## src/rtl/store_buffer.sv

```systemverilog
// Byte-enabled store FIFO between MEM-stage stores and the data-memory port, with per-byte load forwarding.
// Retires one entry per cycle, one cycle after enqueue at the earliest; st_ready drops when full or flushing, and draining stalls while ld_valid owns the port.
module store_buffer #(
    parameter int DEPTH = 4,
    localparam int PTR_W = $clog2(DEPTH)
) (
    input  logic             clk,
    input  logic             reset,
    input  logic             st_valid,
    input  logic [31:0]      st_addr,
    input  logic [31:0]      st_data,
    input  logic [3:0]       st_be,
    input  logic [31:0]      st_pc,
    output logic             st_ready,
    input  logic             ld_valid,
    input  logic [31:0]      ld_addr,
    output logic [31:0]      fwd_data,
    output logic [3:0]       fwd_mask,
    input  logic             flush,
    output logic             empty,
    output logic [PTR_W:0]   count,
    output logic             dm_we,
    output logic [31:0]      dm_addr,
    output logic [31:0]      dm_wd,
    output logic [3:0]       dm_be,
    output logic [31:0]      dm_pc
);

    logic [29:0]      e_addr [DEPTH];
    logic [31:0]      e_data [DEPTH];
    logic [3:0]       e_be   [DEPTH];
    logic [31:0]      e_pc   [DEPTH];
    logic [DEPTH-1:0] e_vld;

    logic [PTR_W-1:0] rd_ptr;
    logic [PTR_W-1:0] wr_ptr;
    logic [PTR_W-1:0] idx;
    logic             enq;
    logic             deq;
    logic             unused_lsbs;

    assign unused_lsbs = ^{st_addr[1:0], ld_addr[1:0]};

    assign empty    = (count == '0);
    // Full blocks acceptance even when a drain frees a slot this cycle.
    assign st_ready = (count != (PTR_W+1)'(DEPTH)) && !flush;
    assign enq      = st_valid && st_ready;
    assign dm_we    = !empty && !ld_valid && !reset;
    assign deq      = dm_we;

    always_comb begin
        dm_addr = '0;
        dm_wd   = '0;
        dm_be   = '0;
        dm_pc   = '0;
        if (!empty) begin
            dm_addr = {e_addr[rd_ptr], 2'b00};
            dm_wd   = e_data[rd_ptr];
            dm_be   = e_be[rd_ptr];
            dm_pc   = e_pc[rd_ptr];
        end
    end

    always_ff @(posedge clk) begin
        if (reset) begin
            rd_ptr <= '0;
            wr_ptr <= '0;
            count  <= '0;
            e_vld  <= '0;
        end else begin
            // enq and deq never target the same slot: deq needs count>0, enq needs count<DEPTH.
            if (enq) begin
                e_vld[wr_ptr] <= 1'b1;
                wr_ptr        <= wr_ptr + PTR_W'(1);
            end
            if (deq) begin
                e_vld[rd_ptr] <= 1'b0;
                rd_ptr        <= rd_ptr + PTR_W'(1);
            end
            count <= count + (PTR_W+1)'(enq) - (PTR_W+1)'(deq);
        end
    end

    always_ff @(posedge clk) begin
        if (enq) begin
            e_addr[wr_ptr] <= st_addr[31:2];
            e_data[wr_ptr] <= st_data;
            e_be[wr_ptr]   <= st_be;
            e_pc[wr_ptr]   <= st_pc;
        end
    end

    // Oldest-to-youngest scan so younger matching bytes overwrite older ones.
    always_comb begin
        fwd_data = '0;
        fwd_mask = '0;
        idx      = '0;
        for (int k = 0; k < DEPTH; k++) begin
            idx = rd_ptr + PTR_W'(k);
            if (e_vld[idx] && (e_addr[idx] == ld_addr[31:2])) begin
                for (int i = 0; i < 4; i++) begin
                    if (e_be[idx][i]) begin
                        fwd_data[8*i +: 8] = e_data[idx][8*i +: 8];
                        fwd_mask[i]        = 1'b1;
                    end
                end
            end
        end
    end

endmodule

```

## config.mk

```make
export PLATFORM = sky130hd
export DESIGN_NAME = store_buffer
export DESIGN_NICKNAME = d
export VERILOG_FILES = /design/src/rtl/store_buffer.sv
export SDC_FILE = /design/constraint.sdc
export NUM_CORES = 1
export LEC_CHECK = 0
export CORE_MARGIN = 2
export CORE_UTILIZATION = 35
export DETAILED_ROUTE_END_ITERATION = 16
export PLACE_DENSITY = 0.59
export SYNTH_ARGS = -nofsm -noshare
export SYNTH_HDL_FRONTEND = slang
export SYNTH_SLANG_ARGS = --single-unit
```

## constraint.sdc

```tcl
create_clock -name clk -period 8.3 [get_ports clk]
set_clock_uncertainty 0.2 [all_clocks]
set_input_delay 0.83 -clock clk [delete_from_list [all_inputs] [get_ports clk]]
set_output_delay 0.83 -clock clk [all_outputs]
set_load 0.02 [all_outputs]
```

# ---- Yosys cells after proc, flatten, opt, wreduce, memory -nomap -nowiden
# Memories as Yosys holds them, arrays and structs flattened. A register that Yosys moved wholly into a read port is not among the register bits.
# Index checks and enable logic that the tools add are counted.
dict set report word_totals {
  elab_cells 113
  inputBits 137
  n_memories 4
  latchBits 0
  mem_bits_rw 392
  register_bits 11
  rom_bits 0
}
# memory depth width read_ports rd_ports_with_merged_regs wr line_no
set memory_table {}
lappend memory_table {e_data 4 32 4 1 1 30} ;# logic [31:0] e_data [DEPTH];
lappend memory_table {e_pc 4 32 1 1 1 32} ;# logic [31:0] e_pc [DEPTH];
lappend memory_table {e_addr 4 30 4 1 1 29} ;# logic [29:0] e_addr [DEPTH];
lappend memory_table {e_be 4 4 4 1 1 31} ;# logic [3:0] e_be [DEPTH];
dict set report op_classes {
  n_addsub 6
  mux 69
  reduce_logical 15
  eq_ne 5
  shifts 0
  div_mod_pow 0
  n_bitwise 3
  order_cmp 7
  n_mul 0
}
# cell n
set op_table {}
lappend op_table {{two-way mux 32 bit} 7}
lappend op_table {{two-way mux 8 bit} 16}
lappend op_table {{== test 30 bit} 4}
lappend op_table {{two-way mux 4 bit} 8}
lappend op_table {{two-way mux 1 bit} 24}
lappend op_table {{two-way mux 2 bit} 8}
lappend op_table {{< comparator 2 x 3 -> 1 bit (second input constant)} 5}
lappend op_table {{logical AND 1 bit} 10}
lappend op_table {{binary-select mux 1 bit (select 2 bit)} 4}
lappend op_table {{adder 2 x 1 -> 2 bit (second input constant)} 2}
lappend op_table {{adder 2 bit (second input constant)} 2}
lappend op_table {{AND 4 bit} 1}
lappend op_table {{demux 1 bit (select 2 bit)} 2}
lappend op_table {{greater-or-equal comparator 2 x 1 -> 1 bit (second input constant)} 2}
lappend op_table {{logical NOT 1 bit} 4}
lappend op_table {{inverter 4 bit} 1}
lappend op_table {{bitwise OR 4 bit} 1}
lappend op_table {{adder 3 x 1 -> 3 bit} 1}
lappend op_table {{logical NOT 3 bit} 1}
lappend op_table {{!= test 3 bit (second input constant)} 1}
lappend op_table {{subtractor 3 x 1 -> 3 bit} 1}

# ---- Logic depth before layout (Yosys ltp)
# Gate-level depths: netlist of the first run.
dict set report depth {
  word_depth 10
  ltp_mapped 19
  ltp_nobuf 12
}

# ---- Least setup slack after synthesis of the first run
# Ideal clock, no wire load.
dict set report synth_timing {
  path_kind {register -> output}
  startpoint {register rd_ptr[0]}
  endpoint {output fwd_data[0]}
  stages_incl_launch_ff 19
  n_path_buf 8
  arrival_ns 4.597
  setup_slack_ns 2.673
  t_required_ns 7.270
  path_cell_list {dfxtp_1 -> buf_6 -> buf_8 -> buf_6 -> buf_6 -> buf_4 -> inv_1 -> ha_1 -> buf_2 -> buf_2 -> mux4_2 -> xor2_1 -> a2111oi_0 -> o2111ai_1 -> or2_2 -> buf_2 -> nor3_4 -> nand2_1 -> a311oi_2}
}
dict set report synth_via {
  word_cells_on_any_way 28
}
# item line_no
set synth_rtl {}
lappend synth_rtl {{start: declaration} 35} ;# logic [PTR_W-1:0] rd_ptr;
lappend synth_rtl {{start signal: assignment} 78} ;# rd_ptr <= rd_ptr + PTR_W'(1);
lappend synth_rtl {{adder 2 bit *} 99} ;# idx = rd_ptr + PTR_W'(k);
lappend synth_rtl {{named net idx[0]} 37} ;# logic [PTR_W-1:0] idx;
lappend synth_rtl {{memory (4 x 30 bit) / binary-select mux 1 bit (select 2 bit) (equally long branches)} -}
lappend synth_rtl {{== test 30 bit / two-way mux 1 bit (equally long branches)} 100} ;# if (e_vld[idx] && (e_addr[idx] == ld_addr[31:2])) begin
lappend synth_rtl {{logical AND 1 bit} 100}
lappend synth_rtl {{two-way mux 32 bit *} 100}
lappend synth_rtl {{end: declaration} 17} ;# output logic [31:0] fwd_data,
# The timed path passes the listed nets; every way through them passes the cells marked *. The select of a mux whose other input is x is not followed.

# ---- Final worst setup path of the first run
dict set report layout_timing {
  startpoint {register rd_ptr[1]}
  endpoint {output fwd_data[13]}
}
dict set report layout_via {
  elab_chain_cells 10
  word_cells_on_any_way 28
}
# item line_no
set layout_rtl {}
lappend layout_rtl {{parallel branches: the longest is 9 deep, another holds memory (4 x 30 bit)} -}
lappend layout_rtl {{two-way mux 32 bit *} 100}
# Every way passes the cells marked *. The select of a mux whose other input is x is not followed.

==> results.sh, run 1 <==
export IMPL_synthMostInstantiatedCell="edfxtp_1"
export IMPL_synth_cell_type_count=65
export IMPL_rows=94
export IMPL_hold_depth=2
export IMPL_vdd_drop_max_uv=423
export IMPL_num_fill_cells=5951
export IMPL_hpwl_mm=46.6
export IMPL_synth_common_cells="edfxtp_1, mux4_2, nor2b_1"
export IMPL_final_setup_tns_ns=0
export IMPL_async_flop_share_pct=0
export IMPL_initial_core_util_pct=35.5
export IMPL_fp_coreArea_um2=66100
export IMPL_status="finished clean"
export IMPL_synth_top_area_share_pct=50.2
export IMPL_finalWorstSetupSlack_ns=0.390
export IMPL_drtIter0Drc=1275
export IMPL_layout_drive_gt1_share_pct=22.4
export IMPL_yosysSeqAreaShare_pct=51.3
export IMPL_drc=0
export IMPL_syn_mean_instance_area_um2=15.4
export IMPL_cellPowerDensity_nw_per_um2=282
export IMPL_crit_path_top_delay_cell="ha_4"
export IMPL_numCtsBuffers=46
export IMPL_dp_worst_setup_slack_ns=0.979
export IMPL_setup_worst_path_end_class="output pin"
export IMPL_cts_tree="done"
export IMPL_ys_seq_elements=405
export IMPL_vias=15078
export IMPL_clk_path_buf_depth=3
export IMPL_via_per_inst=5.67
export IMPL_max_slew_margin_pct=19.2
export IMPL_drv_cap=0
export IMPL_ff2ff_path_depth=6
export IMPL_synth_area_leader_cell="edfxtp_1"
export IMPL_cts_resized_gates=0
export IMPL_criticalPathCategory="reg -> out"
export IMPL_cts_root_buf="clkbuf_16"
export IMPL_antenna_found_initial=13
export IMPL_gr_total_overflow=0
export IMPL_drtAntennaViolNets=0
export IMPL_hold_viol=0
export IMPL_cts_sinks=405
export IMPL_synth_edf_count=392
export IMPL_grt_pass1_vias=15902
export IMPL_yosys_top_cells_area="edfxtp_1, mux4_2, mux2i_1"
export IMPL_power_leakage_nw=8.46
export IMPL_grt_use_total_pct=19.9
export IMPL_synth_ff_type="edfxtp_1"
export IMPL_clk_latency_ns=0.58
export IMPL_ctsHoldBuffers=0
export IMPL_first_pass_iters=5
export IMPL_drv_slew=0
export IMPL_io_pin_count=279
export IMPL_worstPathMaxFanout=48
export IMPL_rsz0062_at_grt="false"
export IMPL_critPathArrivalTime_ns=6.88
export IMPL_grt_max_degree=126
export IMPL_postCtsSetupBuffers=0
export IMPL_clk_pin_slew_ns=0.06
export IMPL_period_share_pct=95.3
export IMPL_cp_slowest_stage_delay_ns=0.94
export IMPL_wl_per_cell_um=26.1
export IMPL_crit_chain="inv_1 > ha_4 > mux4_2 > xor2_1 > a2111oi_0 > o2111ai_1 > or2_2 > nor3_4 > nand2_1 > a311oi_2 > clkdlybuf4s50_1"
export IMPL_fin_area_um2=28400
export IMPL_grt_first_pass_wirelength_mm=103
export IMPL_syn_inst=1525
export IMPL_setup_viol=0
export IMPL_cts_max_level=2
export IMPL_area_growth_pct=21.2
export IMPL_fin_crit_ns=7.91
export IMPL_hold_class="reg -> reg"
export IMPL_routed_wl_mm=69.4
export IMPL_fp_dieW_um=263
export IMPL_worstPathRequired_ns=7.27
export IMPL_worst_pin_slew_ns=1.21
export IMPL_fmax_ghz=0.126
export IMPL_port_buffer_count=272
export IMPL_postLayoutCoreUtil_pct=43.0
export IMPL_syn_area_um2=23500
export IMPL_die_area_um2=69100
export IMPL_yosys_warnings=0
export IMPL_die_height_um=263
export IMPL_place_area_um2=26900
export IMPL_nets=1904
export IMPL_start_kind="register"
export IMPL_gp_congestion=0.897
-- cell type report --
| cell class | count | area [um^2] | share of cell area, % |
|---|---|---|---|
| inverters | 25 | 93.8 | 0.330 |
| multi-input cells | 977 | 10800 | 37.9 |
| clock buffers | 58 | 1260 | 4.42 |
| clock inverters | 24 | 213 | 0.748 |
| flip-flops and latches | 405 | 12000 | 42.4 |
| repair buffers | 301 | 2950 | 10.4 |
| well taps | 864 | 1080 | 3.80 |
| diodes | 4 | 10.0 | 0.0352 |
-- placed cells by master, fill, tap and decap left out, drive strengths merged, types with 5 or more instances in the layout --
cell type and n:
clkbuf 58, o21ai 12, mux4 232, or4 5, nand2 93, nand4 13
mux2i 105, o2bb2ai 13, xor2 27, inv 27, nor3 13, dfxtp 13
clkinvlp 6, nor2b 121, o22ai 9, ha 10, a311oi 24, a21oi 22
edfxtp 392, mux2 16, a211oi 17, a31oi 10, nand3 7, clkinv 13
xnor2 73, clkdlybuf4s50 272, nor4 6, buf 29, a2111oi 17, nor2 68
-- path summary, 6_finish.rpt --
kind                                             start             endpoint  slack (ns)
worst max-delay path            rd_ptr[1]$_SDFFE_PP0P_         fwd_data[13]        0.39
worst min-delay path               e_vld[0]$_SDFF_PP0_  e_vld[0]$_SDFF_PP0_        0.32
worst max register to register     count[1]$_SDFF_PP0_  e_vld[0]$_SDFF_PP0_        4.82
worst min register to register     e_vld[0]$_SDFF_PP0_  e_vld[0]$_SDFF_PP0_        0.32
-- critical path, delay by kind of cell (launching register included) --
kind / cells / cell delay, ns
AOI/OAI and AO/OA: 3 / 1.56
and+or+nand+nor: 3 / 1.23
buffers and inverters: 2 / 1.11
adders and majority gates: 1 / 0.94
DFF: 1 / 0.65
muxes: 1 / 0.61
xor gates and xnor gates: 1 / 0.18
-- power breakdown --
part / total, mW / switching, mW / internal [mW]
registers: 2.45 / 0.108 / 2.35
logic: 3.58 / 1.87 / 1.71
clock network: 1.98 / 0.818 / 1.16
total: 8.02 / 2.80 / 5.22
-- metrics by stage --
step	total power [mW]	instances	hold WS [ns]
floorplan	4.96	1526	0.281
global placement	6.09	2572	0.308
detailed placement	6.12	2572	0.311
CTS	8.13	2654	0.319
global route	8.42	2657	0.355
finish	8.02	2658	0.321
-- routing by layer --
| metal | vias to the layer above | track usage, % | share of wire (%) |
|---|---|---|---|
| met1 | 7838 | 24.9 | 40 |
| li1 | 6612 | - | - |
| met3 | 128 | 5.10 | 7.0 |
| met4 | 20 | 5.93 | 2.7 |
| met2 | 480 | 34.2 | 50 |
| met5 | - | 0 | 0.19 |
-- flip-flops by register name, indices dropped and copies added, names as in the netlist, named ones only --
register and flops:
rd_ptr 2, e_data 128, count 3, wr_ptr 2
e_pc 128, e_be 16, e_vld 4, e_addr 120
-- logic make-up (layout without fill, tap and decap cells) --
logic type	Yosys count	after routing	synth area share, %
adders and majority gates	11	11	0.619
and+or+nand+nor	353	353	7.96
muxes	353	353	27.5
AOI/OAI and AO/OA	158	158	5.89
buffers and inverters	144	408	2.95
DFF	405	405	51.3
other	1	6	0.0160
xor gates and xnor gates	100	100	3.73
Note: power is estimated with default switching activity, not from simulation.
==> run 2: changes to the inputs <==
--- a/config.mk
+++ b/config.mk
@@ -5,10 +5,12 @@
 export SDC_FILE = /design/constraint.sdc
 export NUM_CORES = 1
 export LEC_CHECK = 0
+export ABC_AREA = 1
 export CORE_MARGIN = 2
 export CORE_UTILIZATION = 35
 export DETAILED_ROUTE_END_ITERATION = 16
 export PLACE_DENSITY = 0.59
+export SLEW_MARGIN = 15
 export SYNTH_ARGS = -nofsm -noshare
 export SYNTH_HDL_FRONTEND = slang
 export SYNTH_SLANG_ARGS = --single-unit
==> run 2 against run 1 <==
Net effect:
- hold slack better by 0.0041 ns
- sequential power is essentially flat
- synthesized area increased by 5.9%
- critical path type unchanged
==> results.sh, run 2 <==
export IMPL_multi_input_area_um2=11100
export IMPL_cts_resized_gates=0
export IMPL_routed_wl_mm=83.8
export IMPL_drtIter0Drc=2022
export IMPL_hold_viol=0
export IMPL_setup_worst_path_end_class="output pin"
export IMPL_grt_use_total_pct=22.1
export IMPL_clk_latency_ns=0.62
export IMPL_crit_path_top_delay_cell="buf_4"
export IMPL_antenna_found_initial=8
export IMPL_max_slew_margin_pct=21.9
export IMPL_start_kind="register"
export IMPL_grt_pass1_vias=20709
export IMPL_critPathArrivalTime_ns=5.91
export IMPL_rows=97
export IMPL_gr_total_overflow=0
export IMPL_drtAntennaViolNets=0
export IMPL_drc=0
export IMPL_reg_top3="e_data (128), e_pc (128), e_addr (120)"
export IMPL_hold_class="reg -> reg"
export IMPL_layout_common_cells="nand2_1, nand3_1, edfxtp_1, nor2_1, clkdlybuf4s50_1"
export IMPL_cts_root_buf="clkbuf_16"
export IMPL_area_growth_pct=20.1
export IMPL_drv_slew=0
export IMPL_synth_common_cells="nand2_1, nand3_1, edfxtp_1"
export IMPL_postLayoutCoreUtil_pct=42.5
export IMPL_synth_ff_type="edfxtp_1"
export IMPL_fin_crit_ns=6.94
export IMPL_fp_dieW_um=270
export IMPL_syn_mean_instance_area_um2=7.60
export IMPL_first_pass_iters=5
export IMPL_place_area_um2=28100
export IMPL_p_clk_share_pct=24.5
export IMPL_power_leakage_nw=12.3
export IMPL_vias=22843
export IMPL_grt_max_degree=132
export IMPL_p_switching_mw=4.30
export IMPL_clk_pin_slew_ns=0.06
export IMPL_port_buffer_count=272
export IMPL_postCtsSetupBuffers=0
export IMPL_fmax_ghz=0.144
export IMPL_critPathMostFrequentCell="nand2_1"
export IMPL_worstPathRequired_ns=7.27
export IMPL_initial_core_util_pct=35.4
export IMPL_synth_edf_count=392
export IMPL_grt_first_pass_wirelength_mm=124
export IMPL_cp_slowest_stage_delay_ns=0.89
export IMPL_fp_coreArea_um2=70100
export IMPL_ctsHoldBuffers=0
export IMPL_io_pin_count=279
export IMPL_crit_chain="buf_4 > buf_4 > nand2_1 > nand3_1 > nand2_1 > nand2_1 > nand2_1 > nor2_1 > nand2_1 > nor2_1 > nand2_1 > nor2_4 > buf_4 > nand3_1 > nand2_1 > inv_1 > nand2_1 > nand2_1 > nand2_1 > clkdlybuf4s50_1"
export IMPL_synth_top_area_share_pct=47.4
export IMPL_synth_cell_type_count=34
export IMPL_wl_per_cell_um=19.0
export IMPL_ys_seq_elements=405
export IMPL_yosysSeqAreaShare_pct=48.4
export IMPL_numCtsBuffers=49
export IMPL_via_per_inst=5.17
export IMPL_synthMostInstantiatedCell="nand2_1"
export IMPL_setup_viol=0
export IMPL_syn_inst=3270
export IMPL_final_common_cell="nand2_1"
export IMPL_status="finished clean"
export IMPL_yosys_top_cells_area="edfxtp_1, nand2_1, nand3_1"
export IMPL_num_fill_cells=7116
export IMPL_cts_sinks=405
export IMPL_power_share_sequential_pct=25.7
export IMPL_die_height_um=270
export IMPL_cts_max_level=2
export IMPL_seq_area_um2=12000
export IMPL_criticalPathCategory="reg -> out"
export IMPL_vdd_drop_max_uv=310
export IMPL_nets=3580
export IMPL_hpwl_mm=52.5
export IMPL_worst_pin_slew_ns=1.17
export IMPL_layout_drive_gt1_share_pct=4.43
export IMPL_die_area_um2=73100
export IMPL_rsz0062_at_grt="false"
export IMPL_cp_num_buf_inv=5
export IMPL_crit_family="buffers and inverters"
export IMPL_drv_cap=0
export IMPL_p_sw_share_pct=44.9
export IMPL_yosys_warnings=0
export IMPL_async_flop_share_pct=0
export IMPL_synth_area_leader_cell="edfxtp_1"
export IMPL_worstPathMaxFanout=104
export IMPL_final_setup_tns_ns=0
export IMPL_gp_congestion=0.885
export IMPL_fin_area_um2=29800
export IMPL_power_frac_comb_pct=49.8
export IMPL_syn_area_um2=24900
export IMPL_cts_tree="done"
export IMPL_cellPowerDensity_nw_per_um2=321
export IMPL_p_int_mw=5.28
export IMPL_period_share_pct=83.6
export IMPL_clk_path_buf_depth=3
run 2: cell types whose count changed in the layout (fill, tap and decap cells not counted), sizes merged, moves of 24 or more:
cell    delta
inv      +178
xnor2     -73
a311oi    -24
a32oi     +31
mux4     -232
nor2b    -121
mux2i    -105
nand2   +1050
a21oi    +140
o21ai    +246
o21bai    +32
nor2     +289
nand3    +426
run 2: kinds of logic (layout without fill, tap and decap cells):
group / count (synthesis) / in the layout / synth area share (%)
AND/OR/NAND/NOR: 1952 / 1952 / 32.5
AO/OA/AOI/OAI: 493 / 493 / 10.9
flip-flops: 405 / 405 / 48.4
buffers and inverters: 390 / 592 / 6.96
XOR/XNOR: 18 / 18 / 0.634
adder cells (fa/ha/maj): 11 / 11 / 0.584
other: 1 / 5 / 0.0151
run 2: per-layer routing:
metal / wire (um) / track usage (%)
met5: 67 / 0
met3: 7120 / 4.54
met1: 35300 / 28.9
met4: 2930 / 8.88
met2: 38400 / 35.8
run 2: area by class of cell:
cell class | count | share of cell area [%]
Timing Repair Buffer | 299 | 9.84
Tap cell | 940 | 3.94
Clock buffer | 51 | 4.13
Inverter | 201 | 2.58
Clock inverter | 41 | 1.81
Sequential cell | 405 | 40.4
Multi-Input combinational cell | 2476 | 37.3
Antenna cell | 3 | 0.0252
run 2: power groups by stage:
stage,combinational [mW],clock [mW],sequential [mW]
2_1_floorplan,3.13,0,2.45
3_3_place_gp,4.72,0,2.50
3_5_place_dp,4.73,0,2.50
4_1_cts,4.75,2.39,2.46
5_1_grt,5.22,2.47,2.48
6_report,4.76,2.35,2.46
run 2: path summary, 6_finish.rpt:
path,start,end,slack [ns],cells past startpoint
max reg2reg,count[1]$_SDFF_PP0_,e_data[3][10]$_DFFE_PP_,4.94,5
max,rd_ptr[0]$_SDFFE_PP0P_,fwd_data[6],1.36,20
min,count[2]$_SDFF_PP0_,count[2]$_SDFF_PP0_,0.33,1
min reg2reg,count[2]$_SDFF_PP0_,count[2]$_SDFF_PP0_,0.33,1
run 2: stage by stage:
stage	instances	setup slack, ns	power, mW	hold WS, ns
3_5_place_dp	4321	2.02	7.23	0.313
5_1_grt	4416	0.919	10.2	0.369
4_1_cts	4413	1.35	9.61	0.323
6_report	4416	1.36	9.57	0.326
3_3_place_gp	4321	2.04	7.23	0.302
2_1_floorplan	3271	1.86	5.59	0.290
run 2: worst reg2reg max path, stage by stage, from the launching register on:
cell and delay [ns]:
dfxtp_1 0.45, nor2_1 0.08, a21oi_1 0.18, nand2_1 0.37
nor2_4 0.84, buf_4 0.80
==> run 3: changes to the inputs <==
==> constraint.sdc (replaced) <==
create_clock -name clk -period 7.1 [get_ports clk]
set_clock_uncertainty 0.2 [all_clocks]
set_input_delay 0.71 -clock clk [delete_from_list [all_inputs] [get_ports clk]]
set_output_delay 0.71 -clock clk [all_outputs]
set_load 0.02 [all_outputs]
==> run 3 against run 2 <==
Net effect:
- clock-buffer cell count rose by 9
- via count barely moved
- critical path depth fell by 5
- global-route usage rose by 0.23 points
- register-to-register slack got worse by 1.2 ns
- critical endpoint is now fwd_mask[3]
- largest power group unchanged
==> results.sh, run 3 (synthesized netlist as in run 2, its figures left out) <==
export IMPL_die_area_um2=73100
export IMPL_min_from="count[2]$_SDFF_PP0_"
export IMPL_cts_root_buf="clkbuf_16"
export IMPL_initial_core_util_pct=35.4
export IMPL_drc=0
export IMPL_drtAntennaViolNets=0
export IMPL_gp_congestion=0.896
export IMPL_fmax_ghz=0.153
export IMPL_r2r_start="count[1]$_SDFF_PP0_"
export IMPL_wl_per_cell_um=19.0
export IMPL_criticalPathCategory="reg -> out"
export IMPL_fp_dieW_um=270
export IMPL_area_growth_pct=18.7
export IMPL_final_common_cell="nand2_1"
export IMPL_hold_depth=1
export IMPL_layout_common_cells="nand2_1, nand3_1, edfxtp_1, nor2_1, clkdlybuf4s50_1"
export IMPL_io_pin_count=279
export IMPL_setup_worst_path_end_class="output pin"
export IMPL_worst_pin_slew_ns=1.14
export IMPL_cp_slowest_stage_delay_ns=0.69
export IMPL_ff2ff_path_depth=5
export IMPL_rsz0062_at_grt="false"
export IMPL_fp_coreArea_um2=70100
export IMPL_critPathMostFrequentCell="nand2_1"
export IMPL_worstPathMaxFanout=66
export IMPL_cts_max_level=2
export IMPL_numCtsBuffers=47
export IMPL_cts_tree="done"
export IMPL_fin_crit_ns=6.55
export IMPL_gr_total_overflow=0
export IMPL_r2r_slack_ns=3.78
export IMPL_postLayoutCoreUtil_pct=42.1
export IMPL_grt_use_total_pct=22.3
export IMPL_reg_top3="e_data (128), e_pc (128), e_addr (120)"
export IMPL_rows=97
export IMPL_routed_wl_mm=83.8
export IMPL_power_leakage_nw=12.1
export IMPL_cellPowerDensity_nw_per_um2=363
export IMPL_nets=3578
export IMPL_ctsHoldBuffers=0
export IMPL_grt_first_pass_wirelength_mm=126
export IMPL_setup_viol=0
export IMPL_vdd_drop_max_uv=530
export IMPL_reg2reg_to="e_addr[3][9]$_DFFE_PP_"
export IMPL_start_kind="register"
export IMPL_first_pass_iters=6
export IMPL_status="finished clean"
export IMPL_max_slew_margin_pct=23.8
export IMPL_drtIter0Drc=2026
export IMPL_die_height_um=270
export IMPL_antenna_found_initial=11
export IMPL_drv_slew=0
export IMPL_cts_resized_gates=0
export IMPL_port_buffer_count=272
export IMPL_period_share_pct=92.2
export IMPL_hpwl_mm=51.8
export IMPL_final_setup_tns_ns=0
export IMPL_clk_pin_slew_ns=0.06
export IMPL_grt_pass1_vias=20833
export IMPL_drv_cap=0
export IMPL_grt_max_degree=197
export IMPL_worstPathRequired_ns=6.19
export IMPL_crit_path_top_delay_cell="dfxtp_4"
export IMPL_layout_drive_gt1_share_pct=3.70
export IMPL_postCtsSetupBuffers=0
export IMPL_crit_chain="inv_6 > ha_4 > buf_4 > nand3_1 > nand3_1 > nand2_1 > nor2_1 > nand2_1 > nor2_1 > nand2_1 > nor2_4 > buf_4 > nand2_2 > o2111ai_1 > clkdlybuf4s50_1"
export IMPL_vias=22854
export IMPL_clk_latency_ns=0.58
export IMPL_hold_viol=0
export IMPL_via_per_inst=5.19
export IMPL_critPathArrivalTime_ns=5.64
export IMPL_clk_path_buf_depth=3
export IMPL_min_to="count[2]$_SDFF_PP0_"
export IMPL_cts_sinks=405
export IMPL_hold_class="reg -> reg"
[run 3: area by class of cell]
class                   count  area [um^2]
fillers                  7157        40600
flip-flops and latches    405        12000
multi-input cells        2476        11100
repair buffers            299         2980
clock buffers              60         1270
well taps                 940         1180
inverters                 201          769
clock inverters            22          123
diodes                      4         10.0
[run 3: stage by stage]
step / cell area, um^2 / worst slack [ns] / hold WS (ns) / std cells / power, mW
2_1_floorplan: 24900 / 0.783 / 0.290 / 3271 / 6.53
3_3_place_gp: 28100 / 1.26 / 0.301 / 4321 / 8.47
3_5_place_dp: 28100 / 1.24 / 0.310 / 4321 / 8.48
4_1_cts: 29500 / 0.597 / 0.322 / 4403 / 10.8
5_1_grt: 29500 / 0.237 / 0.367 / 4406 / 11.4
6_report: 29500 / 0.552 / 0.318 / 4407 / 10.7
[run 3: where the power goes]
group	total [mW]	switching (mW)	leakage [nW]	internal, mW
Clock	2.26	0.975	0.681	1.28
Combinational	5.57	3.82	7.80	1.74
Sequential	2.90	0.141	3.66	2.75
[run 3: worst max path at each step]
stage	startpoint	end	slack, ns
floorplan	flush	e_vld[0]$_SDFF_PP0_	0.78
global placement	rd_ptr[0]$_SDFFE_PP0P_	fwd_mask[3]	1.26
detailed placement	rd_ptr[0]$_SDFFE_PP0P_	fwd_mask[3]	1.24
CTS	rd_ptr[0]$_SDFFE_PP0P_	fwd_mask[3]	0.60
global route	rd_ptr[0]$_SDFFE_PP0P_	fwd_data[19]	0.24
finish	rd_ptr[0]$_SDFFE_PP0P_	fwd_mask[3]	0.55
[run 3: critical path, delay by kind of cell (launching register included)]
kind	cells	cell delay, ns
simple gates	9	1.60
compound gates	1	0.28
fa+ha+maj	1	0.40
buf+inv	4	2.05
flops	1	0.69
[run 3: routing by layer]
| layer | global-route usage (%) | share of wire, % | up-vias |
|---|---|---|---|
| li1 | - | - | 11257 |
| met1 | 29.6 | 43 | 10556 |
| met2 | 35.0 | 44 | 846 |
| met3 | 5.46 | 8.6 | 179 |
| met4 | 9.10 | 3.9 | 16 |
| met5 | 0 | 0.12 | - |
